==> src/rtl/lvdc_timing_gen_pkg.sv <==
// lvdc_timing_pkg: shared types and the Johnson-code decoder for the LVDC
// timing generator.
package lvdc_timing_pkg;

  localparam int GMAX  = 32;  // widest Johnson chain the decoder handles
  localparam int IDX_W = 6;   // binary index width, enough for 2*GMAX codes

  typedef enum logic [1:0] {
    ST_RUN    = 2'd0,
    ST_DRAIN  = 2'd1,
    ST_HALTED = 2'd2
  } timing_state_t;

  typedef struct packed {
    logic             valid;
    logic [IDX_W-1:0] idx;
  } johnson_dec_t;

  // Index k <= gw has the low k bits set; index gw+j has all gw bits set
  // except the low j bits. Any other pattern is reported as invalid.
  function automatic johnson_dec_t johnson_to_bin(input logic [GMAX-1:0] g,
                                                  input int gw);
    johnson_dec_t    res;
    logic [GMAX-1:0] ones;
    logic [GMAX-1:0] mask;
    logic [GMAX-1:0] code;
    res.valid = 1'b0;
    res.idx   = '0;
    ones      = '1;
    code      = '0;
    mask      = ones >> (GMAX - gw);
    for (int k = 0; k < 2 * GMAX; k++) begin
      if (k < 2 * gw) begin
        if (k <= gw) code = ones >> (GMAX - k);
        else         code = mask & ~(ones >> (GMAX - (k - gw)));
        if (g == code) begin
          res.valid = 1'b1;
          res.idx   = IDX_W'(k);
        end
      end
    end
    return res;
  endfunction

endpackage

==> src/rtl/lvdc_timing_gen_if.sv <==
// lvdc_timing_gen_if: control inputs and timing outputs of the LVDC timing
// generator. The step signal exists only when TIMING_STEP_EN is defined.
//
// Handshake: there is no valid/ready pair. run, halt_req and step are levels
// sampled on every rising clk edge; every output is a register or a decode of
// registers and is valid for the whole cycle.
interface lvdc_timing_gen_if #(
  parameter int G_WIDTH    = 7,
  parameter int NUM_PHASES = 3
);
  import lvdc_timing_pkg::*;

  localparam int NBIT = 2 * G_WIDTH;
  localparam int BT_W = $clog2(NBIT);
  localparam int PH_W = (NUM_PHASES > 1) ? $clog2(NUM_PHASES) : 1;

  logic                  run;
  logic                  halt_req;
`ifdef TIMING_STEP_EN
  logic                  step;
`endif
  logic [G_WIDTH-1:0]    g;
  logic [BT_W-1:0]       bit_time;
  logic                  syl;
  logic [PH_W-1:0]       phase;
  logic [NUM_PHASES-1:0] phase_oh;
  logic                  last_bit;
  logic                  word_end;
  logic                  halted;
  logic                  err;
  timing_state_t         state_dbg;

`ifdef TIMING_STEP_EN
  modport master (output run, halt_req, step,
                  input  g, bit_time, syl, phase, phase_oh, last_bit,
                         word_end, halted, err, state_dbg);
  modport slave  (input  run, halt_req, step,
                  output g, bit_time, syl, phase, phase_oh, last_bit,
                         word_end, halted, err, state_dbg);
`else
  modport master (output run, halt_req,
                  input  g, bit_time, syl, phase, phase_oh, last_bit,
                         word_end, halted, err, state_dbg);
  modport slave  (input  run, halt_req,
                  output g, bit_time, syl, phase, phase_oh, last_bit,
                         word_end, halted, err, state_dbg);
`endif

endinterface

==> src/rtl/lvdc_timing_gen_johnson_counter.sv <==
// johnson_counter: G_WIDTH-stage Johnson ring with synchronous clear and a
// decode of its state into a binary index plus a validity flag.
module johnson_counter
  import lvdc_timing_pkg::*;
#(
  parameter int G_WIDTH = 7
) (
  input  logic               clk_i,
  input  logic               rst_n_i,
  input  logic               tick_i,
  input  logic               clear_i,
  output logic [G_WIDTH-1:0] g_o,
  output logic               valid_o,
  output logic [IDX_W-1:0]   idx_o
);

  logic [G_WIDTH-1:0] g_q, g_d;
  johnson_dec_t       dec;

  // Next Johnson state: clear wins over the shift.
  always_comb begin
    g_d = g_q;
    if (clear_i)     g_d = '0;
    else if (tick_i) g_d = {g_q[G_WIDTH-2:0], ~g_q[G_WIDTH-1]};
  end

  // Johnson stage register.
  always_ff @(posedge clk_i or negedge rst_n_i) begin
    if (!rst_n_i) g_q <= '0;
    else          g_q <= g_d;
  end

  // Decode the current state for the consistency check in the parent.
  always_comb begin
    dec     = johnson_to_bin(GMAX'(g_q), G_WIDTH);
    valid_o = dec.valid;
    idx_o   = dec.idx;
  end

  assign g_o = g_q;

endmodule

==> src/rtl/lvdc_timing_gen.sv <==
// lvdc_timing_gen: LVDC bit-time / syllable / phase sequencer with run/halt
// control that always halts on a word boundary and self-recovers from a
// corrupted Johnson state. Defining TIMING_STEP_EN adds single-stepping
// while halted.
module lvdc_timing_gen
  import lvdc_timing_pkg::*;
#(
  parameter int G_WIDTH    = 7,
  parameter int NUM_PHASES = 3
) (
  input logic              clk,
  input logic              rst_n,
  lvdc_timing_gen_if.slave tif
);

  localparam int NBIT = 2 * G_WIDTH;
  localparam int BT_W = $clog2(NBIT);
  localparam int PH_W = (NUM_PHASES > 1) ? $clog2(NUM_PHASES) : 1;

  timing_state_t      state_q, state_d;
  logic [BT_W-1:0]    bit_time_q, bit_time_d;
  logic               syl_q, syl_d;
  logic [PH_W-1:0]    phase_q, phase_d;
  logic               err_q;
  logic [G_WIDTH-1:0] jc_g;
  logic               jc_valid;
  logic [IDX_W-1:0]   jc_idx;
  logic               last_bit, word_end, recover, tick, tick_eff;

  johnson_counter #(.G_WIDTH(G_WIDTH)) u_jc (
    .clk_i   (clk),
    .rst_n_i (rst_n),
    .tick_i  (tick_eff),
    .clear_i (recover),
    .g_o     (jc_g),
    .valid_o (jc_valid),
    .idx_o   (jc_idx)
  );

  // Word-position decodes and the g/bit_time consistency check.
  always_comb begin
    last_bit = (bit_time_q == BT_W'(NBIT - 1));
    word_end = last_bit & syl_q;
    recover  = ~(jc_valid & (jc_idx == IDX_W'(bit_time_q)));
  end

  // Tick qualification: running states follow run; stepping only while a
  // halt is still requested, so a release of halt_req never adds a tick.
  always_comb begin
    tick = ((state_q == ST_RUN) || (state_q == ST_DRAIN)) && tif.run;
`ifdef TIMING_STEP_EN
    if ((state_q == ST_HALTED) && tif.step && tif.halt_req) tick = 1'b1;
`endif
    tick_eff = tick & ~recover;
  end

  // Control FSM next state: a halt always runs to the end of a full word.
  always_comb begin
    state_d = state_q;
    case (state_q)
      ST_RUN:    if (tif.halt_req) state_d = ST_DRAIN;
      ST_DRAIN: begin
        if (!tif.halt_req)            state_d = ST_RUN;
        else if (tick_eff && word_end) state_d = ST_HALTED;
      end
      ST_HALTED: if (!tif.halt_req) state_d = ST_RUN;
      default:   state_d = ST_RUN;
    endcase
  end

  // Control FSM state register.
  always_ff @(posedge clk or negedge rst_n) begin
    if (!rst_n) state_q <= ST_RUN;
    else        state_q <= state_d;
  end

  // Counter next state: recovery zeroes the word position but keeps phase.
  always_comb begin
    bit_time_d = bit_time_q;
    syl_d      = syl_q;
    phase_d    = phase_q;
    if (recover) begin
      bit_time_d = '0;
      syl_d      = 1'b0;
    end else if (tick_eff) begin
      if (last_bit) begin
        bit_time_d = '0;
        syl_d      = ~syl_q;
      end else begin
        bit_time_d = bit_time_q + BT_W'(1);
      end
      if (word_end)
        phase_d = (phase_q == PH_W'(NUM_PHASES - 1)) ? '0 : phase_q + PH_W'(1);
    end
  end

  // Counter and error-flag registers.
  always_ff @(posedge clk or negedge rst_n) begin
    if (!rst_n) begin
      bit_time_q <= '0;
      syl_q      <= 1'b0;
      phase_q    <= '0;
      err_q      <= 1'b0;
    end else begin
      bit_time_q <= bit_time_d;
      syl_q      <= syl_d;
      phase_q    <= phase_d;
      err_q      <= recover;
    end
  end

  // Output decodes of the registered state.
  always_comb begin
    for (int i = 0; i < NUM_PHASES; i++)
      tif.phase_oh[i] = (phase_q == PH_W'(i));
  end

  assign tif.g         = jc_g;
  assign tif.bit_time  = bit_time_q;
  assign tif.syl       = syl_q;
  assign tif.phase     = phase_q;
  assign tif.last_bit  = last_bit;
  assign tif.word_end  = word_end;
  assign tif.halted    = (state_q == ST_HALTED);
  assign tif.err       = err_q;
  assign tif.state_dbg = state_q;

endmodule
==> src/flat_wrapper.sv <==
// flat-port wrapper written by rule: the top's interface ports become plain ports
module lvdc_timing_gen_flat import lvdc_timing_pkg::*;
#(
  parameter int G_WIDTH    = 7,
  parameter int NUM_PHASES = 3
)
  (clk, rst_n, tif_run, tif_halt_req, tif_g, tif_bit_time, tif_syl, tif_phase, tif_phase_oh, tif_last_bit, tif_word_end, tif_halted, tif_err, tif_state_dbg);
  lvdc_timing_gen_if #(.G_WIDTH(G_WIDTH), .NUM_PHASES(NUM_PHASES)) tif_i ();
  input logic clk;
  input logic rst_n;
  input wire logic [$bits(tif_i.run)-1:0] tif_run;
  input wire logic [$bits(tif_i.halt_req)-1:0] tif_halt_req;
  output wire logic [$bits(tif_i.g)-1:0] tif_g;
  output wire logic [$bits(tif_i.bit_time)-1:0] tif_bit_time;
  output wire logic [$bits(tif_i.syl)-1:0] tif_syl;
  output wire logic [$bits(tif_i.phase)-1:0] tif_phase;
  output wire logic [$bits(tif_i.phase_oh)-1:0] tif_phase_oh;
  output wire logic [$bits(tif_i.last_bit)-1:0] tif_last_bit;
  output wire logic [$bits(tif_i.word_end)-1:0] tif_word_end;
  output wire logic [$bits(tif_i.halted)-1:0] tif_halted;
  output wire logic [$bits(tif_i.err)-1:0] tif_err;
  output wire logic [$bits(tif_i.state_dbg)-1:0] tif_state_dbg;
  assign tif_i.run = tif_run;
  assign tif_i.halt_req = tif_halt_req;
  assign tif_g = tif_i.g;
  assign tif_bit_time = tif_i.bit_time;
  assign tif_syl = tif_i.syl;
  assign tif_phase = tif_i.phase;
  assign tif_phase_oh = tif_i.phase_oh;
  assign tif_last_bit = tif_i.last_bit;
  assign tif_word_end = tif_i.word_end;
  assign tif_halted = tif_i.halted;
  assign tif_err = tif_i.err;
  assign tif_state_dbg = tif_i.state_dbg;
  lvdc_timing_gen #(.G_WIDTH(G_WIDTH), .NUM_PHASES(NUM_PHASES)) u_core (.clk(clk), .rst_n(rst_n), .tif(tif_i));
endmodule
==> config.mk <==
export PLATFORM = sky130hd
export DESIGN_NAME = lvdc_timing_gen_flat
export DESIGN_NICKNAME = d
export VERILOG_FILES = /design/src/rtl/lvdc_timing_gen_pkg.sv /design/src/rtl/lvdc_timing_gen_if.sv /design/src/rtl/lvdc_timing_gen_johnson_counter.sv /design/src/rtl/lvdc_timing_gen.sv /design/src/flat_wrapper.sv
export SDC_FILE = /design/constraint.sdc
export NUM_CORES = 1
export LEC_CHECK = 0
export BUFFER_PORTS_ARGS = -buffer_cell sky130_fd_sc_hd__buf_2
export CORE_UTILIZATION = 55
export DETAILED_ROUTE_END_ITERATION = 10
export GPL_ROUTABILITY_DRIVEN = 0
export PLACE_DENSITY = 0.83
export SLEW_MARGIN = 15
export SYNTH_ARGS = -nofsm -noshare
export SYNTH_HDL_FRONTEND = slang
export SYNTH_SLANG_ARGS = --single-unit
==> constraint.sdc <==
create_clock -name clk -period 6.99 [get_ports clk]
set_clock_uncertainty 0.2 [all_clocks]
set_input_delay 1.0485 -clock clk [delete_from_list [all_inputs] [get_ports clk]]
set_output_delay 1.0485 -clock clk [all_outputs]
set_load 0.005 [all_outputs]
### Yosys cells after proc, flatten, opt, wreduce, memory -nomap -nowiden

Cells that the tools add are included.

| operators by class | value |
|---|---|
| add/subtract/negate cells | 2 |
| equality and inequality tests | 24 |
| muxes and demuxes | 28 |
| bitwise logic cells | 6 |
| reduce and logical (&&, ||, !) cells | 9 |

Operators with widths:

| cell | number |
|---|---|
| $mux W7 | 16 |
| $eq A7 B7 Y1 const B | 7 |
| $logic_not A32 Y1 | 1 |
| $mux W4 | 3 |
| $mux W2 | 5 |
| $eq A7 B1 Y1 const B | 1 |
| $eq A7 B2 Y1 const B | 1 |
| $eq A7 B3 Y1 const B | 1 |
| $eq A7 B4 Y1 const B | 1 |
| $eq A7 B5 Y1 const B | 1 |
| $eq A7 B6 Y1 const B | 1 |
| $eq A6 B4 Y1 | 1 |
| $ne A2 B2 Y1 const B | 3 |
| $pmux W2 S3 | 1 |
| $reduce_and A3 Y1 | 2 |
| $add A4 B1 Y4 const B | 1 |
| $eq A2 B1 Y1 const B | 2 |
| $eq A2 B2 Y1 const B | 2 |
| $eq A4 B4 Y1 const B | 1 |
| $logic_not A2 Y1 | 2 |
| $and A1 B1 Y1 | 3 |
| $mux W1 | 3 |
| $ne A3 B3 Y1 const B | 1 |
| $not A1 Y1 | 3 |
| other kinds (5) | 6 |

| storage, ports and cells | value |
|---|---|
| register bits after elaboration | 17 |
| input port bits | 4 |
| output and inout bits | 23 |
| word-level logic and storage cells | 75 |

### Logic depth before layout (Yosys ltp)

| depth | value |
|---|---|
| word-level depth | 22 |
| mapped depth | 8 |

### By module

Synthesis repeated with hierarchy kept, for this count alone.

| second synthesis, totals | value |
|---|---|
| cell total of the unflattened synthesis | 125 |
| area total of the unflattened synthesis | 1,182.4 µm² |

By module, submodules not included:

| module | instances | cells each | area each (µm²) | sequential area each (µm²) |
|---|---|---|---|---|
| lvdc_timing_gen | 1 | 55 | 604.3 | 250.2 |
| johnson_counter | 1 | 70 | 578.1 | 175.2 |

### Least setup slack after synthesis

Ideal clock, no wire load.

| timing | value |
|---|---|
| kind | register to register |
| from | reg u_core.u_jc.g_q[1] (netlist: u_core.u_jc.g_o[1]) |
| to | reg u_core.phase_q[0] (netlist: u_core.tif.phase[0]) |
| setup time | 128 ps |
| data arrival time | 2,158 ps |
| setup slack | 4,504 ps |
| cell stages (with the launch flop) | 8 |
| buffers on the path | 1 |
| path through | dfrtp_1 buf_6 or4b_4 nor3_2 o21ai_1 a222oi_1 nand3_1 mux2_1 |

| between the ends | value |
|---|---|
| cells in the longest elaborated chain, start to end | 18 |
| elaborated cells between the ends (all ways) | 32 |
| classes of those cells | 14 x eq/ne; 14 x mux; 2 x bitwise; 2 x reduce/logical |

Ends and longest elaborated chain:

| what | RTL line | text |
|---|---|---|
| start, declared | lvdc_timing_gen_johnson_counter.sv:17 | `logic [G_WIDTH-1:0] g_q, g_d;` |
| start signal, assigned | lvdc_timing_gen_johnson_counter.sv:30 | `else g_q <= g_d;` |
| $eq A7 B1 Y1 or $logic_not A32 Y1 (tied branches) | lvdc_timing_gen_pkg.sv:36 | `if (g == code) begin` |
| $mux W7 (12 in a row) | lvdc_timing_gen_pkg.sv:36 |  |
| $mux W7 * | lvdc_timing_gen_pkg.sv:36 |  |
| $eq A6 B4 Y1 or $mux W7 (tied branches) | lvdc_timing_gen.sv:44, lvdc_timing_gen_pkg.sv:36 |  |
| $and A1 B1 Y1 * | lvdc_timing_gen.sv:44 | `recover = ~(jc_valid & (jc_idx == IDX_W'(bit_time_q)));` |
| $and A1 B1 Y1 | lvdc_timing_gen.sv:54 | `tick_eff = tick & ~recover;` |
| $reduce_and A3 Y1 (no line) * | -- |  |
| end signal, assigned | lvdc_timing_gen.sv:107 | `phase_q <= phase_d;` |
| end, declared | lvdc_timing_gen.sv:23 | `logic [PH_W-1:0] phase_q, phase_d;` |

Mark *: on every way between the ends. The rest lies on a longest branch, timed or not.
A chain may end at the register's enable or synchronous reset.

### Worst setup path after layout

| timing | value |
|---|---|
| from | reg u_core.bit_time_q[0] (netlist: u_core.tif.bit_time[0]) |
| to | out tif_word_end |

| between the ends | value |
|---|---|
| cells in the longest elaborated chain, start to end | 2 |

Ends and longest elaborated chain:

| what | RTL line | text |
|---|---|---|
| start, declared | lvdc_timing_gen.sv:21 | `logic [BT_W-1:0] bit_time_q, bit_time_d;` |
| start signal, assigned | lvdc_timing_gen.sv:105 | `bit_time_q <= bit_time_d;` |
| $eq A4 B4 Y1 | lvdc_timing_gen.sv:42 | `last_bit = (bit_time_q == BT_W'(NBIT - 1));` |
| $and A1 B1 Y1 | lvdc_timing_gen.sv:43 | `word_end = last_bit & syl_q;` |
| end, declared | flat_wrapper.sv:19 | `output wire logic [$bits(tif_i.word_end)-1:0] tif_word_end;` |

Every way passes these cells.

==> metrics.txt <==
# TYPE chip_impl_metric gauge
chip_impl_info{name="status",value="completed"} 1
chip_impl_metric{name="fin_crit",unit="ns"} 2.81
chip_impl_metric{name="flow.area_growth_from_synthesis",unit="%"} 14.2
chip_impl_metric{name="fp-row-count",unit=""} 15
chip_impl_metric{name="final_layout_size_suffix_gt1_share",unit="%"} 25.5
chip_impl_metric{name="max_freq",unit="MHz"} 356
chip_impl_metric{name="leakage",unit="nW"} 0.595
chip_impl_metric{name="syn-cell-area",unit="mm²"} 0.00104
chip_impl_metric{name="insertion_delay_of_the_later_clocked_pin_in_the_worst_skew_pair",unit="ns"} 0.29
chip_impl_metric{name="post_cts.repair.setup_buffers",unit=""} 0
chip_impl_metric{name="maxCapViolCount",unit=""} 0
chip_impl_metric{name="wire_per_inst",unit="µm"} 13.8
chip_impl_metric{name="cts.clk_slew.worst_paths",unit="ns"} 0.10
chip_impl_metric{name="grt_pass1_wl",unit="mm"} 3.63
chip_impl_metric{name="critical_path_peak_fanout",unit=""} 9
chip_impl_metric{name="die_x",unit="µm"} 45.5
chip_impl_info{name="hp-class",value="flop to flop"} 1
chip_impl_metric{name="worstPathRequired",unit="ns"} 5.74
chip_impl_info{name="cts_tree",value="yes"} 1
chip_impl_info{name="clockRootBuffer",value="clkbuf_4"} 1
chip_impl_metric{name="dp.final_hpwl",unit="mm"} 1.63
chip_impl_metric{name="cts_hold_buffers",unit=""} 0
chip_impl_metric{name="post-route-cell-area",unit="mm²"} 0.00119
chip_impl_info{name="rsz0062_at_grt",value="false"} 1
chip_impl_metric{name="ys_seq_elements",unit=""} 17
chip_impl_metric{name="cts.sink_count",unit=""} 17
chip_impl_info{name="critical_path.slowest_cell",value="dfrtp_1"} 1
chip_impl_metric{name="asyncSetResetFlopFracSynth",unit="%"} 100
chip_impl_metric{name="syn_inst",unit=""} 118
chip_impl_info{name="worst_setup_path_end_kind",value="output pin"} 1
chip_impl_metric{name="critical_path_buf_inv_count",unit=""} 1
chip_impl_metric{name="timing.final.hold_violations",unit=""} 0
chip_impl_metric{name="synth_enable_flop_cells",unit=""} 0
chip_impl_metric{name="tightest_slew",unit="ns"} 0.728
chip_impl_metric{name="io_buffer_count",unit=""} 26
chip_impl_metric{name="floorplan.initialDensity",unit="%"} 59.6
chip_impl_metric{name="vias",unit=""} 974
chip_impl_metric{name="antenna_found_initial",unit=""} 0
chip_impl_info{name="start_kind",value="flop"} 1
chip_impl_metric{name="setup_violations",unit=""} 0
chip_impl_metric{name="post-route-drc-count",unit=""} 0
chip_impl_metric{name="smallest_hold_slack",unit="ns"} 0.301
chip_impl_metric{name="totalNegativeSetupSlack",unit="ns"} 0
chip_impl_metric{name="largest_net_degree_at_the_start_of_global_routing",unit=""} 18
chip_impl_metric{name="synth.yosys.seq_area_share",unit="%"} 40.9
chip_impl_metric{name="dieArea",unit="mm²"} 0.00207
chip_impl_metric{name="yosys.cell_types.count",unit=""} 44
chip_impl_metric{name="postPlaceCellArea",unit="mm²"} 0.00116
chip_impl_metric{name="irDropWorstVdd",unit="µV"} 161
chip_impl_metric{name="synth-warning-count",unit=""} 0
chip_impl_metric{name="routedLengthMet1",unit="mm"} 1.07
chip_impl_metric{name="die_height",unit="µm"} 45.5
chip_impl_info{name="yosys_most_used_dff",value="dfrtp_1"} 1
chip_impl_metric{name="pwr_density_cell",unit="mW/mm²"} 267
chip_impl_info{name="worst_path_dominant_cell_family",value="flip-flops"} 1
chip_impl_metric{name="final.period_utilization",unit="%"} 40.1
chip_impl_metric{name="syn-num-nets",unit=""} 124
chip_impl_metric{name="cts-resized-gates",unit=""} 0
chip_impl_metric{name="grt.overflow.total",unit=""} 0
chip_impl_metric{name="h_tree_level_count",unit=""} 1
chip_impl_metric{name="core_area",unit="mm²"} 0.00175
chip_impl_info{name="timing.setup.critical_path_class",value="flop to output pin"} 1
chip_impl_metric{name="detailroute.wirelength.met2",unit="mm"} 1.12
chip_impl_info{name="worst_path_cell_trace",value="ha_1, and3_1, and2_1, buf_2"} 1
chip_impl_metric{name="postRouteWirelength",unit="mm"} 2.30
chip_impl_info{name="maxUsedRoutingLayer",value="met4"} 1
chip_impl_metric{name="worst_ep_arrival_time",unit="ns"} 1.56
chip_impl_metric{name="detailroute.wirelength.met3",unit="µm"} 92
chip_impl_metric{name="clock_tree.buffer_depth",unit=""} 2
chip_impl_metric{name="max_slew_margin",unit="%"} 51.4
chip_impl_metric{name="insertedDiodeCount",unit=""} 0
chip_impl_metric{name="tritoncts.num_buffers",unit=""} 3
chip_impl_metric{name="drt_iter0_drc",unit=""} 32
chip_impl_metric{name="ioPinCount",unit=""} 27
chip_impl_metric{name="number_of_iterations_in_the_first_detailed_routing_pass",unit=""} 7
chip_impl_metric{name="fillCellCount",unit=""} 148
chip_impl_metric{name="postSynthAreaPerCell",unit="µm²"} 8.81
chip_impl_metric{name="critical_path.max_stage_delay",unit="ns"} 0.49
chip_impl_metric{name="via_count_of_the_first_global_routing_pass",unit=""} 803
chip_impl_metric{name="gr-usage-all-layers",unit="%"} 24.3
chip_impl_metric{name="viasPerCell",unit=""} 5.87
chip_impl_metric{name="antenna_left",unit=""} 0
chip_impl_metric{name="final_nets",unit=""} 148
chip_impl_metric{name="final-max-slew-violation-count",unit=""} 0
logic make-up after synthesis:
| logic type | count (synthesis) | share of synthesized area [%] |
|---|---|---|
| and+or+nand+nor | 54 | 28.4 |
| muxes | 2 | 2.17 |
| adders and majority gates | 2 | 2.41 |
| AOI/OAI and AO/OA | 30 | 18.7 |
| xor gates and xnor gates | 3 | 2.53 |
| DFF | 17 | 40.9 |
| buffers and inverters | 10 | 4.93 |
per-stage QoR:
| step | setup slack, ns | util [%] | instances | power (mW) |
|---|---|---|---|---|
| finish | 4.18 | 68.0 | 166 | 0.317 |
| global route | 4.09 | 68.0 | 166 | 0.339 |
| CTS | 4.20 | 68.0 | 166 | 0.317 |
| detailed placement | 4.12 | 66.5 | 162 | 0.266 |
| global placement | 4.16 | 66.5 | 162 | 0.258 |
| floorplan | 4.50 | - | 118 | 0.243 |
layout by cell type (no fill, tap or decap), types with 2 or more instances in the layout:
| cell type | Yosys | layout |
|---|---|---|
| mux2_1 | 2 | 2 |
| nand3_1 | 3 | 3 |
| a211oi_1 | 2 | 2 |
| inv_1 | 3 | 3 |
| nor3_1 | 3 | 3 |
| a21o_1 | 2 | 2 |
| ha_1 | 2 | 2 |
| and2_1 | 2 | 2 |
| nand2b_1 | 3 | 3 |
| and3_1 | 3 | 3 |
| a21oi_1 | 11 | 11 |
| nor2b_1 | 6 | 6 |
| o21ai_0 | 4 | 4 |
| nand2_1 | 16 | 16 |
| buf_2 | 2 | 26 |
| dfrtp_1 | 17 | 17 |
| xnor2_1 | 2 | 2 |
| clkbuf_4 | 0 | 3 |
| or2_2 | 2 | 2 |
| nor2_1 | 6 | 6 |
path summary, 6_finish.rpt:
check                                   startpoint                       to  slack [ns]  cells past startpoint
min                        u_core.tif.state_dbg[1]  u_core.tif.state_dbg[0]        0.30                      1
max in group asynchronous                    rst_n       u_core.u_jc.g_o[2]        5.86                      1
min in group asynchronous                    rst_n   u_core.tif.bit_time[1]        0.46                      1
max                         u_core.tif.bit_time[0]             tif_word_end        4.18                      4
min reg2reg                u_core.tif.state_dbg[1]  u_core.tif.state_dbg[0]        0.30                      1
max reg2reg                     u_core.u_jc.g_o[1]       u_core.u_jc.g_o[0]        4.27                      6
layout make-up:
| class | count | area, µm² | area share, % |
|---|---|---|---|
| Inverter | 3 | 11.3 | 0.948 |
| Multi-Input combinational cell | 91 | 563 | 47.4 |
| Tap cell | 25 | 31.3 | 2.63 |
| Sequential cell | 17 | 425 | 35.8 |
| Timing Repair Buffer | 26 | 130 | 11.0 |
| Clock buffer | 4 | 26.3 | 2.21 |
Yosys cell counts, drive strengths merged, types with 2 or more instances:
cell type,number,area (µm²)
buf,4,28.8
xnor2,2,17.5
dfrtp,17,425
clkbuf,3,11.3
ha,2,25.0
nand2,16,60.1
nand2b,3,18.8
and3,3,18.8
or2,2,12.5
nand3,3,15.0
mux2,2,22.5
nor3,4,25.0
a21o,2,15.0
nor2b,6,37.5
or3,2,13.8
o21ai,5,25.0
a211oi,2,15.0
and2,2,12.5
inv,3,11.3
nor2,6,22.5
a21oi,12,63.8
report_power, final:
part | switching (mW) | total [mW] | internal (mW) | leakage [nW]
Clock | 0.0311 | 0.0533 | 0.0222 | 0.0150
Sequential | 0.0282 | 0.142 | 0.113 | 0.230
Combinational | 0.0725 | 0.122 | 0.0500 | 0.350
per-layer routing:
metal  track usage, %  vias up
li1                 -      469
met1             36.5      475
met5                0        -
met2             35.4       28
met3             3.57        2
met4             8.48        0
state kept, by name, summed over array words and instances, names as in the netlist:
signal	cells
u_core.tif.err	1
u_core.tif.state_dbg	2
u_core.u_jc.g_o	7
u_core.tif.bit_time	4
u_core.tif.phase	2
u_core.tif.syl	1
Note: power is estimated with default switching activity, not from simulation.
